--- src/rtl/n101_icb_split4.sv ---
// ICB 1-to-4 address splitter with a default error target for unmapped addresses.
// Responses return in command order; only one target may be outstanding at a time.
`ifndef N101_ADDR_SIZE
`define N101_ADDR_SIZE 32
`endif

module n101_icb_split4 #(
    parameter logic [31:0] REGION_MASK = 32'hFFFF_F000,
    parameter logic [31:0] S0_BASE     = 32'h1000_0000,
    parameter logic [31:0] S1_BASE     = 32'h1000_1000,
    parameter logic [31:0] S2_BASE     = 32'h1000_2000,
    parameter logic [31:0] S3_BASE     = 32'h1000_3000,
    parameter int unsigned OUTS_MAX    = 2
) (
    input  logic                       clk,
    input  logic                       rst_n,
    input  logic                       i_icb_cmd_valid,
    output logic                       i_icb_cmd_ready,
    input  logic [`N101_ADDR_SIZE-1:0] i_icb_cmd_addr,
    input  logic                       i_icb_cmd_read,
    input  logic [31:0]                i_icb_cmd_wdata,
    output logic                       i_icb_rsp_valid,
    input  logic                       i_icb_rsp_ready,
    output logic [31:0]                i_icb_rsp_rdata,
    output logic                       i_icb_rsp_err,
    output logic [3:0]                 o_icb_cmd_valid,
    input  logic [3:0]                 o_icb_cmd_ready,
    output logic [`N101_ADDR_SIZE-1:0] o_icb_cmd_addr,
    output logic                       o_icb_cmd_read,
    output logic [31:0]                o_icb_cmd_wdata,
    input  logic [3:0]                 o_icb_rsp_valid,
    output logic [3:0]                 o_icb_rsp_ready,
    input  logic [127:0]               o_icb_rsp_rdata,
    input  logic [3:0]                 o_icb_rsp_err
);

    localparam int unsigned AW = `N101_ADDR_SIZE;
    localparam logic [2:0] DFLT = 3'd4;
    localparam logic [3:0] CNT_MAX = 4'(OUTS_MAX);
    localparam logic [AW-1:0] MASK_A = AW'(REGION_MASK);
    localparam logic [AW-1:0] BASE0 = AW'(S0_BASE & REGION_MASK);
    localparam logic [AW-1:0] BASE1 = AW'(S1_BASE & REGION_MASK);
    localparam logic [AW-1:0] BASE2 = AW'(S2_BASE & REGION_MASK);
    localparam logic [AW-1:0] BASE3 = AW'(S3_BASE & REGION_MASK);

    logic [3:0]    cnt;
    logic [2:0]    tgt;
    logic [2:0]    sel;
    logic [AW-1:0] masked;
    logic          stall;
    logic          cmd_hs;
    logic          rsp_hs;
    logic          busy;

    // Lowest matching region wins when regions overlap.
    always_comb begin
        masked = i_icb_cmd_addr & MASK_A;
        if (masked == BASE0) begin
            sel = 3'd0;
        end else if (masked == BASE1) begin
            sel = 3'd1;
        end else if (masked == BASE2) begin
            sel = 3'd2;
        end else if (masked == BASE3) begin
            sel = 3'd3;
        end else begin
            sel = DFLT;
        end
    end

    assign busy  = (cnt != 4'd0);
    assign stall = (cnt == CNT_MAX) || (busy && (sel != tgt));

    // rst_n gates the command side so nothing is offered while reset is held.
    always_comb begin
        o_icb_cmd_valid = 4'b0000;
        for (int k = 0; k < 4; k++) begin
            o_icb_cmd_valid[k] = rst_n & i_icb_cmd_valid & ~stall & (sel == 3'(k));
        end
        if (sel == DFLT) begin
            i_icb_cmd_ready = rst_n & ~stall;
        end else begin
            i_icb_cmd_ready = rst_n & ~stall & o_icb_cmd_ready[sel[1:0]];
        end
    end

    assign o_icb_cmd_addr  = i_icb_cmd_addr;
    assign o_icb_cmd_read  = i_icb_cmd_read;
    assign o_icb_cmd_wdata = i_icb_cmd_wdata;

    always_comb begin
        o_icb_rsp_ready = 4'b0000;
        for (int k = 0; k < 4; k++) begin
            o_icb_rsp_ready[k] = i_icb_rsp_ready & busy & (tgt == 3'(k));
        end
        if (tgt == DFLT) begin
            i_icb_rsp_valid = busy;
            i_icb_rsp_rdata = 32'h0;
            i_icb_rsp_err   = 1'b1;
        end else begin
            i_icb_rsp_valid = busy & o_icb_rsp_valid[tgt[1:0]];
            i_icb_rsp_rdata = o_icb_rsp_rdata[32*tgt[1:0] +: 32];
            i_icb_rsp_err   = o_icb_rsp_err[tgt[1:0]];
        end
    end

    assign cmd_hs = i_icb_cmd_valid & i_icb_cmd_ready;
    assign rsp_hs = i_icb_rsp_valid & i_icb_rsp_ready;

    always_ff @(posedge clk or negedge rst_n) begin
        if (!rst_n) begin
            cnt <= 4'd0;
            tgt <= 3'd0;
        end else begin
            if (cmd_hs) begin
                tgt <= sel;
                if (!rsp_hs) begin
                    cnt <= cnt + 4'd1;
                end
            end else if (rsp_hs) begin
                cnt <= cnt - 4'd1;
            end
        end
    end

endmodule

--- config.mk ---
export PLATFORM = sky130hd
export DESIGN_NAME = n101_icb_split4
export DESIGN_NICKNAME = d
export VERILOG_FILES = /design/src/rtl/n101_icb_split4.sv
export SDC_FILE = /design/constraint.sdc
export NUM_CORES = 1
export LEC_CHECK = 0
export ABC_CLOCK_PERIOD_IN_PS = 5400
export BUFFER_PORTS_ARGS = -buffer_cell sky130_fd_sc_hd__buf_4
export CAP_MARGIN = 20
export CORE_AREA = 4 4 119 121
export CTS_CLUSTER_DIAMETER = 100
export DETAILED_ROUTE_END_ITERATION = 12
export DIE_AREA = 0 0 123 125
export HOLD_SLACK_MARGIN = 0.1
export PLACE_DENSITY = 0.5
export SETUP_SLACK_MARGIN = 0.05
export SLEW_MARGIN = 20
export SYNTH_ARGS = -nofsm -noshare
export SYNTH_HDL_FRONTEND = slang
export SYNTH_SLANG_ARGS = --single-unit
--- constraint.sdc ---
create_clock -name clk -period 5.4 [get_ports clk]
set_clock_uncertainty 0.05 [all_clocks]
set_input_delay 0.81 -clock clk [delete_from_list [all_inputs] [get_ports clk]]
set_output_delay 0.81 -clock clk [all_outputs]
set_load 0.1 [all_outputs]
==> results_tabular.tex, run 1 <==
\begin{tabular}{lr}
\hline
Metric & Value \\
\hline
\multicolumn{2}{l}{\textbf{Global route}} \\
\quad Overflow left after global routing & 0 \\
\quad Global routing usage summed across all routing layers & 12.1\% \\
\quad Wire length of the first global-routing pass & 14700 um \\
\quad Vias in the first global route & 2685 \\
\quad Antenna violations before repair & 1 \\
\quad Pin count of the biggest net entering global routing & 52 \\
\multicolumn{2}{l}{\textbf{Drt}} \\
\quad Vias per cell & 4.37 \\
\quad Number of detailed-route iterations in the first pass & 4 \\
\quad Number of remaining DRC errors & 0 \\
\quad Final ANT Viol Nets & 0 \\
\quad Number of DRC violations after detailed-routing iteration 0 & 126 \\
\quad Detailed-route wire length per cell & 17.6 um \\
\quad Vias post-DR & 2552 \\
\quad Total detailed-routing wirelength & 10300 um \\
\multicolumn{2}{l}{\textbf{Clock tree}} \\
\quad TritonCTS clock tree & yes \\
\quad Maximum level of the CTS H-tree & 1 \\
\quad Number of CTS-inserted buffers & 3 \\
\quad Skew-Pair Late Insertion Delay & 0.23 ns \\
\quad Resized Gates After CTS & 0 \\
\quad Clock sink count & 7 \\
\quad Deepest clock path buffer count & 2 \\
\quad Post-CTS Setup Bufs & 0 \\
\quad Cts-stage hold buffer count & 0 \\
\quad Clock input transition at the sequential cells of the worst setup and hold paths & 0.04 ns \\
\quad Root buf cell & sky130\_fd\_sc\_hd\_\_clkbuf\_16 \\
\multicolumn{2}{l}{\textbf{Placed design}} \\
\quad Routability congestion estimate from global placement & 0.799 \\
\quad Number of buffers added on ports & 226 \\
\quad Post-detailed-placement cell area & 3440 um\^{}2 \\
\quad Placed wire-length estimate & 8900 um \\
\quad Cell total after placement & 580 \\
\multicolumn{2}{l}{\textbf{Timing}} \\
\quad Number of setup violations in the final report & 0 \\
\quad Shortest period the worst path allows & 4.31 ns \\
\quad Upper clock frequency limit & 232 MHz \\
\quad Unrepaired setup endpoints after global routing & no \\
\quad Max-Slew Margin vs Limit & 54.9\% \\
\quad Slew @ Worst Pin & 0.677 ns \\
\quad Final hold violation count & 0 \\
\quad Post-route clock period utilization & 79.8\% \\
\quad Worst hold slack across all endpoints & 0.345 ns \\
\quad Max-slew violations & 0 \\
\multicolumn{2}{l}{\textbf{Outcome}} \\
\quad Result of the run & finished, final reports clean \\
\multicolumn{2}{l}{\textbf{Final layout}} \\
\quad Cell area after layout & 3520 um\^{}2 \\
\quad Number of diodes & 0 \\
\quad Final instance count without filler cells & 584 \\
\quad Number of fill cells in the layout & 1405 \\
\quad Total area of sequential cells & 180 um\^{}2 \\
\quad Share of final-layout standard cells stronger than drive strength 1 & 61.0\% \\
\quad Net total in the final layout & 621 \\
\quad Growth of design area from synthesis to finish & 71.9\% \\
\quad Area occupied by multi-input gates & 1280 um\^{}2 \\
\multicolumn{2}{l}{\textbf{Logic synthesis}} \\
\quad Post-Syn Nets & 471 \\
\quad Synth Instances & 259 \\
\quad Post-synthesis average cell area & 7.90 um\^{}2 \\
\quad Largest area contributor in the synthesized netlist & sky130\_fd\_sc\_hd\_\_buf\_4 \\
\quad Post-synth ARST share & 100\% \\
\quad Leading post-synthesis cells by cell area & sky130\_fd\_sc\_hd\_\_buf\_4 24\%, sky130\_fd\_sc\_hd\_\_mux2i\_1 17\%, sky130\_fd\_sc\_hd\_\_a221oi\_1 14\% \\
\quad Area of the mapped netlist & 2050 um\^{}2 \\
\quad Flip-flop cell with the highest count after synthesis & sky130\_fd\_sc\_hd\_\_dfrtp\_1 \\
\quad Library cell with the highest instance count after synthesis & sky130\_fd\_sc\_hd\_\_buf\_4 \\
\quad Portion of synthesized cell area occupied by the leading cell type & 23.9\% \\
\quad Count of warnings emitted by yosys & 0 \\
\quad Post-synth cell types & 37 \\
\quad Flop and latch count out of synthesis & 7 \\
\quad Portion of the post-synthesis area used by sequential elements & 8.56\% \\
\quad Most common library cells after synthesis & 65 x sky130\_fd\_sc\_hd\_\_buf\_4, 34 x sky130\_fd\_sc\_hd\_\_mux2i\_1, 33 x sky130\_fd\_sc\_hd\_\_a21oi\_1 \\
\quad Post-synth EDFFs & 0 \\
\multicolumn{2}{l}{\textbf{Floorplanning}} \\
\quad Effective utilization at floorplan & 15.6\% \\
\quad Row count & 42 \\
\quad Y dimension of the die & 125 um \\
\quad Die Area & 15400 um\^{}2 \\
\quad Top Ports & 317 \\
\quad Core Footprint & 13100 um\^{}2 \\
\quad Width of the die & 123 um \\
\multicolumn{2}{l}{\textbf{Setup path}} \\
\quad Series of cell instances along the critical path & buf\_4, or4b\_4, nor4\_4, nand3\_1, a221o\_2, and2\_2, or3\_1, nor3\_1, buf\_4 \\
\quad Critical path arrival & 3.45 ns \\
\quad Crit-path max FO & 4 \\
\quad Worst stage delay on the critical path & 0.57 ns \\
\quad Crit-path slowest cell & sky130\_fd\_sc\_hd\_\_or4b\_4 \\
\quad Dominant cell type by count on the critical path & sky130\_fd\_sc\_hd\_\_buf\_4 \\
\quad Kind of start point of the critical path & input port \\
\quad Critical Path RT & 4.54 ns \\
\quad Classification of the worst setup path & in2out \\
\quad Endpoint kind of the worst setup timing path & primary output \\
\multicolumn{2}{l}{\textbf{Power}} \\
\quad Switching power share of the total & 41.8\% \\
\quad Fraction of power consumed by the clock network & 21.8\% \\
\quad Cell-internal power & 0.331 mW \\
\quad Logic gate share of total power & 62.5\% \\
\quad Relative contribution of sequential cells to total power & 15.7\% \\
\quad Static leakage power & 1.58 nW \\
\quad Max IR drop VDD & 0.109 mV \\
\quad Cell Pwr Density & 162 nW/um\^{}2 \\
\quad Overall power after layout & 0.569 mW \\
\quad Switching power & 0.238 mW \\
\multicolumn{2}{l}{\textbf{Run}} \\
\quad Max-cap violation count & 0 \\
\multicolumn{2}{l}{\textbf{Worst hold path}} \\
\quad Min-delay worst type & in2async \\
\hline
\end{tabular}
==> power groups by stage <==
stage	combinational [mW]	clock, mW	sequential [mW]
after detailed placement	0.356	0	0.0896
after global routing	0.385	0.129	0.0910
final	0.356	0.124	0.0894
after global placement	0.350	0	0.0881
after floorplan	0.384	0	0.0840
after CTS	0.359	0.125	0.0889
==> through the flow <==
step	setup WS (ns)	setup TNS, ns	util (%)
6_report	1.09	0	26.9
3_5_place_dp	1.06	0	26.3
4_1_cts	1.06	0	26.9
5_1_grt	0.933	0	26.9
2_1_floorplan	-0.203	-0.810	-
3_3_place_gp	1.10	0	26.2
==> cells in the final DEF (no fill, tap or decap), types with 2 or more instances in the layout <==
cell type / n
sky130_fd_sc_hd__a21oi_1: 33
sky130_fd_sc_hd__a221oi_1: 32
sky130_fd_sc_hd__and2_1: 2
sky130_fd_sc_hd__buf_4: 229
sky130_fd_sc_hd__clkbuf_16: 3
sky130_fd_sc_hd__dfrtp_1: 5
sky130_fd_sc_hd__ha_1: 2
sky130_fd_sc_hd__inv_1: 6
sky130_fd_sc_hd__mux2_2: 3
sky130_fd_sc_hd__mux2i_1: 34
sky130_fd_sc_hd__mux4_2: 2
sky130_fd_sc_hd__nand2_1: 5
sky130_fd_sc_hd__nand3_1: 3
sky130_fd_sc_hd__nor2_1: 3
sky130_fd_sc_hd__nor3_1: 7
sky130_fd_sc_hd__nor3b_1: 2
sky130_fd_sc_hd__nor4_1: 6
sky130_fd_sc_hd__o21ai_0: 4
sky130_fd_sc_hd__or3_1: 3
sky130_fd_sc_hd__xnor2_1: 3
sky130_fd_sc_hd__xor2_1: 2
==> registers in the layout (all words and copies together) (netlist names) <==
register  cells
cnt           4
tgt           3
==> area by class of cell <==
cell class | instances | area share [%]
flip-flops and latches | 7 | 5.12
repair buffers | 230 | 49.3
inverters | 6 | 0.641
well taps | 176 | 6.26
multi-input cells | 161 | 36.4
clock buffers | 4 | 2.24
==> cell families (layout without fill, tap and decap cells) <==
family	Yosys count	after routing	share of synthesized area, %
buffers and inverters	91	240	29.0
and+or+nand+nor	40	40	12.2
DFF	7	7	8.56
AOI/OAI and AO/OA	74	74	25.4
adders and majority gates	3	3	2.20
xor gates and xnor gates	5	5	2.14
muxes	39	39	20.5
==> worst max-delay path, delay by kind of cell <==
| kind | cells | cell delay, ns |
|---|---|---|
| simple gates | 6 | 1.80 |
| compound gates | 1 | 0.39 |
| buf+inv | 2 | 0.44 |
==> layer usage <==
metal	track usage (%)	vias to the layer above	wire, um
li1	-	1210	-
met1	14.0	1159	3770
met5	0	-	13
met4	4.69	2	338
met3	2.89	38	983
met2	21.2	143	5190
==> final timing paths <==
check | startpoint | endpoint | slack [ns] | cells after the start
min | rst_n | cnt[0] | 0.34 | 1
min reg2reg | cnt[3] | cnt[3] | 0.43 | 1
max reg2reg | tgt[1] | cnt[3] | 2.06 | 12
min in group clk | cnt[3] | cnt[3] | 0.43 | 1
max in group asynchronous | rst_n | tgt[1] | 4.81 | 1
max | i_icb_cmd_addr[29] | o_icb_cmd_valid[1] | 1.09 | 9
Power figures use the tool's default switching activity.
==> inputs of run 2 (changes only) <==
Settings changed: ABC_AREA from default to 1, ABC_CLOCK_PERIOD_IN_PS 5400 to 4350, CORE_AREA 4 4 119 121 to 4 4 122 124, DIE_AREA 0 0 123 125 to 0 0 126 128, PLACE_DENSITY 0.5 to 0.49.
Clock period 5.4 ns to 4.35 ns, I/O delays scaled along.
==> results_tabular.tex, run 2 <==
\begin{tabular}{lr}
\hline
Metric & Value \\
\hline
\multicolumn{2}{l}{\textbf{Drt}} \\
\quad Number of detailed-route iterations in the first pass & 5 (+1) \\
\quad Vias per cell & 4.56 (+4.4\%) \\
\quad DR WL met2 & 5420 um (+4.5\%) \\
\quad Detailed-route wire length per cell & 16.1 um (-8.6\%) \\
\quad Met1 wire length & 4110 um (+8.8\%) \\
\quad Vias post-DR & 3070 (+20\%) \\
\quad Final ANT Viol Nets & 0 (unchanged) \\
\quad Number of DRC violations after detailed-routing iteration 0 & 131 (+4.0\%) \\
\quad Routed length on met3 & 996 um (+1.3\%) \\
\quad Number of remaining DRC errors & 0 (unchanged) \\
\quad Top Layer Used & met4 \\
\quad Total detailed-routing wirelength & 10800 um (+5.3\%) \\
\multicolumn{2}{l}{\textbf{Final layout}} \\
\quad Number of flip-flops in the largest register & 4 (unchanged) \\
\quad Most common cell after layout, fill and taps aside & sky130\_fd\_sc\_hd\_\_buf\_4 \\
\quad Growth of design area from synthesis to finish & 66.5\% \\
\quad Share of final-layout standard cells stronger than drive strength 1 & 52.7\% (-8.3 points) \\
\quad Biggest register & cnt \\
\quad Largest registers ranked by flip-flop count & cnt: 4 flops, tgt: 3 flops \\
\quad Number of diodes & 0 (unchanged) \\
\quad Net total in the final layout & 706 (+14\%) \\
\quad Most used cells in the layout excluding fill and tap cells & 230 x sky130\_fd\_sc\_hd\_\_buf\_4, 77 x sky130\_fd\_sc\_hd\_\_nand3\_1, 34 x sky130\_fd\_sc\_hd\_\_a31oi\_1 \\
\multicolumn{2}{l}{\textbf{Setup path}} \\
\quad Worst stage delay on the critical path & 0.86 ns (+0.29 ns) \\
\quad Critical Path RT & 3.65 ns (-0.89 ns) \\
\quad Crit-path max FO & 39 (+35) \\
\quad Series of cell instances along the critical path & nor2\_4, a22oi\_1, a31oi\_1, buf\_4 \\
\quad Endpoint kind of the worst setup timing path & primary output \\
\quad Classification of the worst setup path & reg2out \\
\quad Kind of start point of the critical path & flop \\
\quad Critical path arrival & 2.56 ns (-0.89 ns) \\
\quad Crit-path slowest cell & sky130\_fd\_sc\_hd\_\_nor2\_4 \\
\multicolumn{2}{l}{\textbf{Logic synthesis}} \\
\quad Flop and latch count out of synthesis & 7 (unchanged) \\
\quad Library cell with the highest instance count after synthesis & sky130\_fd\_sc\_hd\_\_nand3\_1 \\
\quad Post-Syn Nets & 561 (+19\%) \\
\quad Count of warnings emitted by yosys & 0 (unchanged) \\
\quad Synth Instances & 349 (+35\%) \\
\quad Post-synth EDFFs & 0 (unchanged) \\
\quad Portion of synthesized cell area occupied by the leading cell type & 22.2\% (-1.7 points) \\
\quad Flip-flop cell with the highest count after synthesis & sky130\_fd\_sc\_hd\_\_dfrtp\_1 \\
\quad Post-synth ARST share & 100\% (unchanged) \\
\quad Most common library cells after synthesis & 77 x sky130\_fd\_sc\_hd\_\_nand3\_1, 65 x sky130\_fd\_sc\_hd\_\_buf\_4, 34 x sky130\_fd\_sc\_hd\_\_a31oi\_1 \\
\quad Leading post-synthesis cells by cell area & sky130\_fd\_sc\_hd\_\_buf\_4 22\%, sky130\_fd\_sc\_hd\_\_nand3\_1 18\%, sky130\_fd\_sc\_hd\_\_a22oi\_1 11\% \\
\quad Largest area contributor in the synthesized netlist & sky130\_fd\_sc\_hd\_\_buf\_4 \\
\quad Post-synthesis average cell area & 6.31 um\^{}2 (-20\%) \\
\quad Area of the mapped netlist & 2200 um\^{}2 (+7.6\%) \\
\quad Portion of the post-synthesis area used by sequential elements & 7.96\% (-0.60 points) \\
\quad Post-synth cell types & 32 (-14\%) \\
\multicolumn{2}{l}{\textbf{Floorplanning}} \\
\quad Effective utilization at floorplan & 16.0\% (+0.35 points) \\
\quad Die Area & 16100 um\^{}2 (+4.9\%) \\
\quad Width of the die & 126 um (+2.4\%) \\
\quad Row count & 43 (+2.4\%) \\
\quad Core Footprint & 13800 um\^{}2 (+5.3\%) \\
\quad Top Ports & 317 (unchanged) \\
\quad Y dimension of the die & 128 um (+2.4\%) \\
\multicolumn{2}{l}{\textbf{Power}} \\
\quad Overall power after layout & 1.76 mW (+210\%) \\
\quad Max IR drop VDD & 0.276 mV (+150\%) \\
\quad Cell Pwr Density & 481 nW/um\^{}2 (+200\%) \\
\quad Static leakage power & 1.67 nW (+5.6\%) \\
\multicolumn{2}{l}{\textbf{Clock tree}} \\
\quad Number of CTS-inserted buffers & 3 (unchanged) \\
\quad Cts-stage hold buffer count & 0 (unchanged) \\
\quad Clock sink count & 7 (unchanged) \\
\quad Root buf cell & sky130\_fd\_sc\_hd\_\_clkbuf\_16 \\
\quad Post-CTS Setup Bufs & 0 (unchanged) \\
\quad Clock input transition at the sequential cells of the worst setup and hold paths & 0.03 ns (about the same) \\
\quad TritonCTS clock tree & yes \\
\quad Deepest clock path buffer count & 2 (unchanged) \\
\quad Maximum level of the CTS H-tree & 1 (unchanged) \\
\quad Resized Gates After CTS & 0 (unchanged) \\
\quad Skew-Pair Late Insertion Delay & 0.23 ns (about the same) \\
\multicolumn{2}{l}{\textbf{Timing}} \\
\quad Max-slew violations & 0 (unchanged) \\
\quad Slew @ Worst Pin & 0.961 ns (+0.284 ns) \\
\quad Number of setup violations in the final report & 0 (unchanged) \\
\quad Worst hold slack across all endpoints & 0.193 ns (-0.152 ns) \\
\quad Upper clock frequency limit & 307 MHz \\
\quad Shortest period the worst path allows & 3.26 ns \\
\quad Post-route clock period utilization & 75.0\% \\
\quad Unrepaired setup endpoints after global routing & no \\
\quad Max-Slew Margin vs Limit & 35.8\% (-19 points) \\
\quad Final hold violation count & 0 (unchanged) \\
\multicolumn{2}{l}{\textbf{Placed design}} \\
\quad Number of buffers added on ports & 226 (unchanged) \\
\quad Placed wire-length estimate & 8590 um (-3.5\%) \\
\quad Routability congestion estimate from global placement & 0.886 (+11\%) \\
\multicolumn{2}{l}{\textbf{Global route}} \\
\quad Antenna violations before repair & 0 (-1) \\
\quad Vias in the first global route & 3069 (+14\%) \\
\quad Overflow left after global routing & 0 (unchanged) \\
\quad Pin count of the biggest net entering global routing & 40 (-23\%) \\
\quad Global routing usage summed across all routing layers & 11.9\% (-0.19 points) \\
\quad Wire length of the first global-routing pass & 15800 um (+7.1\%) \\
\multicolumn{2}{l}{\textbf{Outcome}} \\
\quad Result of the run & finished, final reports clean \\
\multicolumn{2}{l}{\textbf{Worst hold path}} \\
\quad Min-delay worst type & in2async \\
\multicolumn{2}{l}{\textbf{Run}} \\
\quad Max-cap violation count & 0 (unchanged) \\
\hline
\end{tabular}
run 2: changes by cell type in the layout (fill, tap and decap cells not counted), moves of 6 or more:
| cell | before | now |
|---|---|---|
| sky130_fd_sc_hd__nand3_1 | 3 | 77 |
| sky130_fd_sc_hd__a31oi_1 | 0 | 34 |
| sky130_fd_sc_hd__mux2i_1 | 34 | 0 |
| sky130_fd_sc_hd__a21oi_1 | 33 | 0 |
| sky130_fd_sc_hd__a221oi_1 | 32 | 0 |
| sky130_fd_sc_hd__a22oi_1 | 0 | 32 |
| sky130_fd_sc_hd__nand2_1 | 5 | 25 |
| sky130_fd_sc_hd__nor2_1 | 3 | 19 |
| sky130_fd_sc_hd__inv_1 | 6 | 17 |
| sky130_fd_sc_hd__nor4_1 | 6 | 0 |
run 2: final cells by class:
class,count,area [um^2]
multi-input cells,232,1380
clock buffers,4,78.8
flip-flops and latches,7,176
inverters,20,75.1
well taps,180,225
repair buffers,230,1730
fillers,1539,10100
run 2: final timing paths:
kind	from	slack (ns)	cells past startpoint	endpoint
setup / recovery	tgt[1]	1.09	4	i_icb_rsp_rdata[15]
hold / removal	rst_n	0.19	1	cnt[0]
setup reg to reg	tgt[1]	1.44	14	cnt[3]
hold reg to reg	cnt[2]	0.46	2	cnt[2]
max in group asynchronous	rst_n	3.91	1	tgt[1]
min in group clk	cnt[2]	0.46	2	cnt[2]
run 2: routing by layer:
layer  up-vias  track usage [%]
li1       1477                -
met1      1389             13.8
met2       175             21.0
met3        29             3.42
met4         0             3.85
met5         -                0
run 2: power by group:
part	switching [mW]	internal, mW
combinational	1.11	0.378
sequential	0.0309	0.0908
clock	0.0316	0.122
total	1.17	0.591
run 2: cell families after synthesis:
kind of cell / Yosys count / share of synthesized area [%]
buffers and inverters: 110 / 29.9
and+or+nand+nor: 152 / 35.2
adders and majority gates: 3 / 2.05
AOI/OAI and AO/OA: 75 / 23.8
xor gates and xnor gates: 2 / 1.14
DFF: 7 / 7.96
run 2: stage by stage:
step / setup slack, ns / setup TNS (ns) / utilization (%) / std cells / instance area, um^2
6_report: 1.09 / 0 / 26.6 / 673 / 3660
5_1_grt: 0.883 / 0 / 26.6 / 673 / 3660
4_1_cts: 1.08 / 0 / 26.6 / 673 / 3660
3_5_place_dp: 1.19 / 0 / 26.0 / 669 / 3590
3_3_place_gp: 1.27 / 0 / 26.0 / 669 / 3590
2_1_floorplan: -0.0396 / -0.119 / - / 349 / 2200
run 2: critical path, delay by kind of cell, from the launching register on:
kind / cells / cell delay, ns
compound gates: 2 / 0.44
flops: 1 / 0.67
buf+inv: 1 / 0.33
simple gates: 1 / 0.86
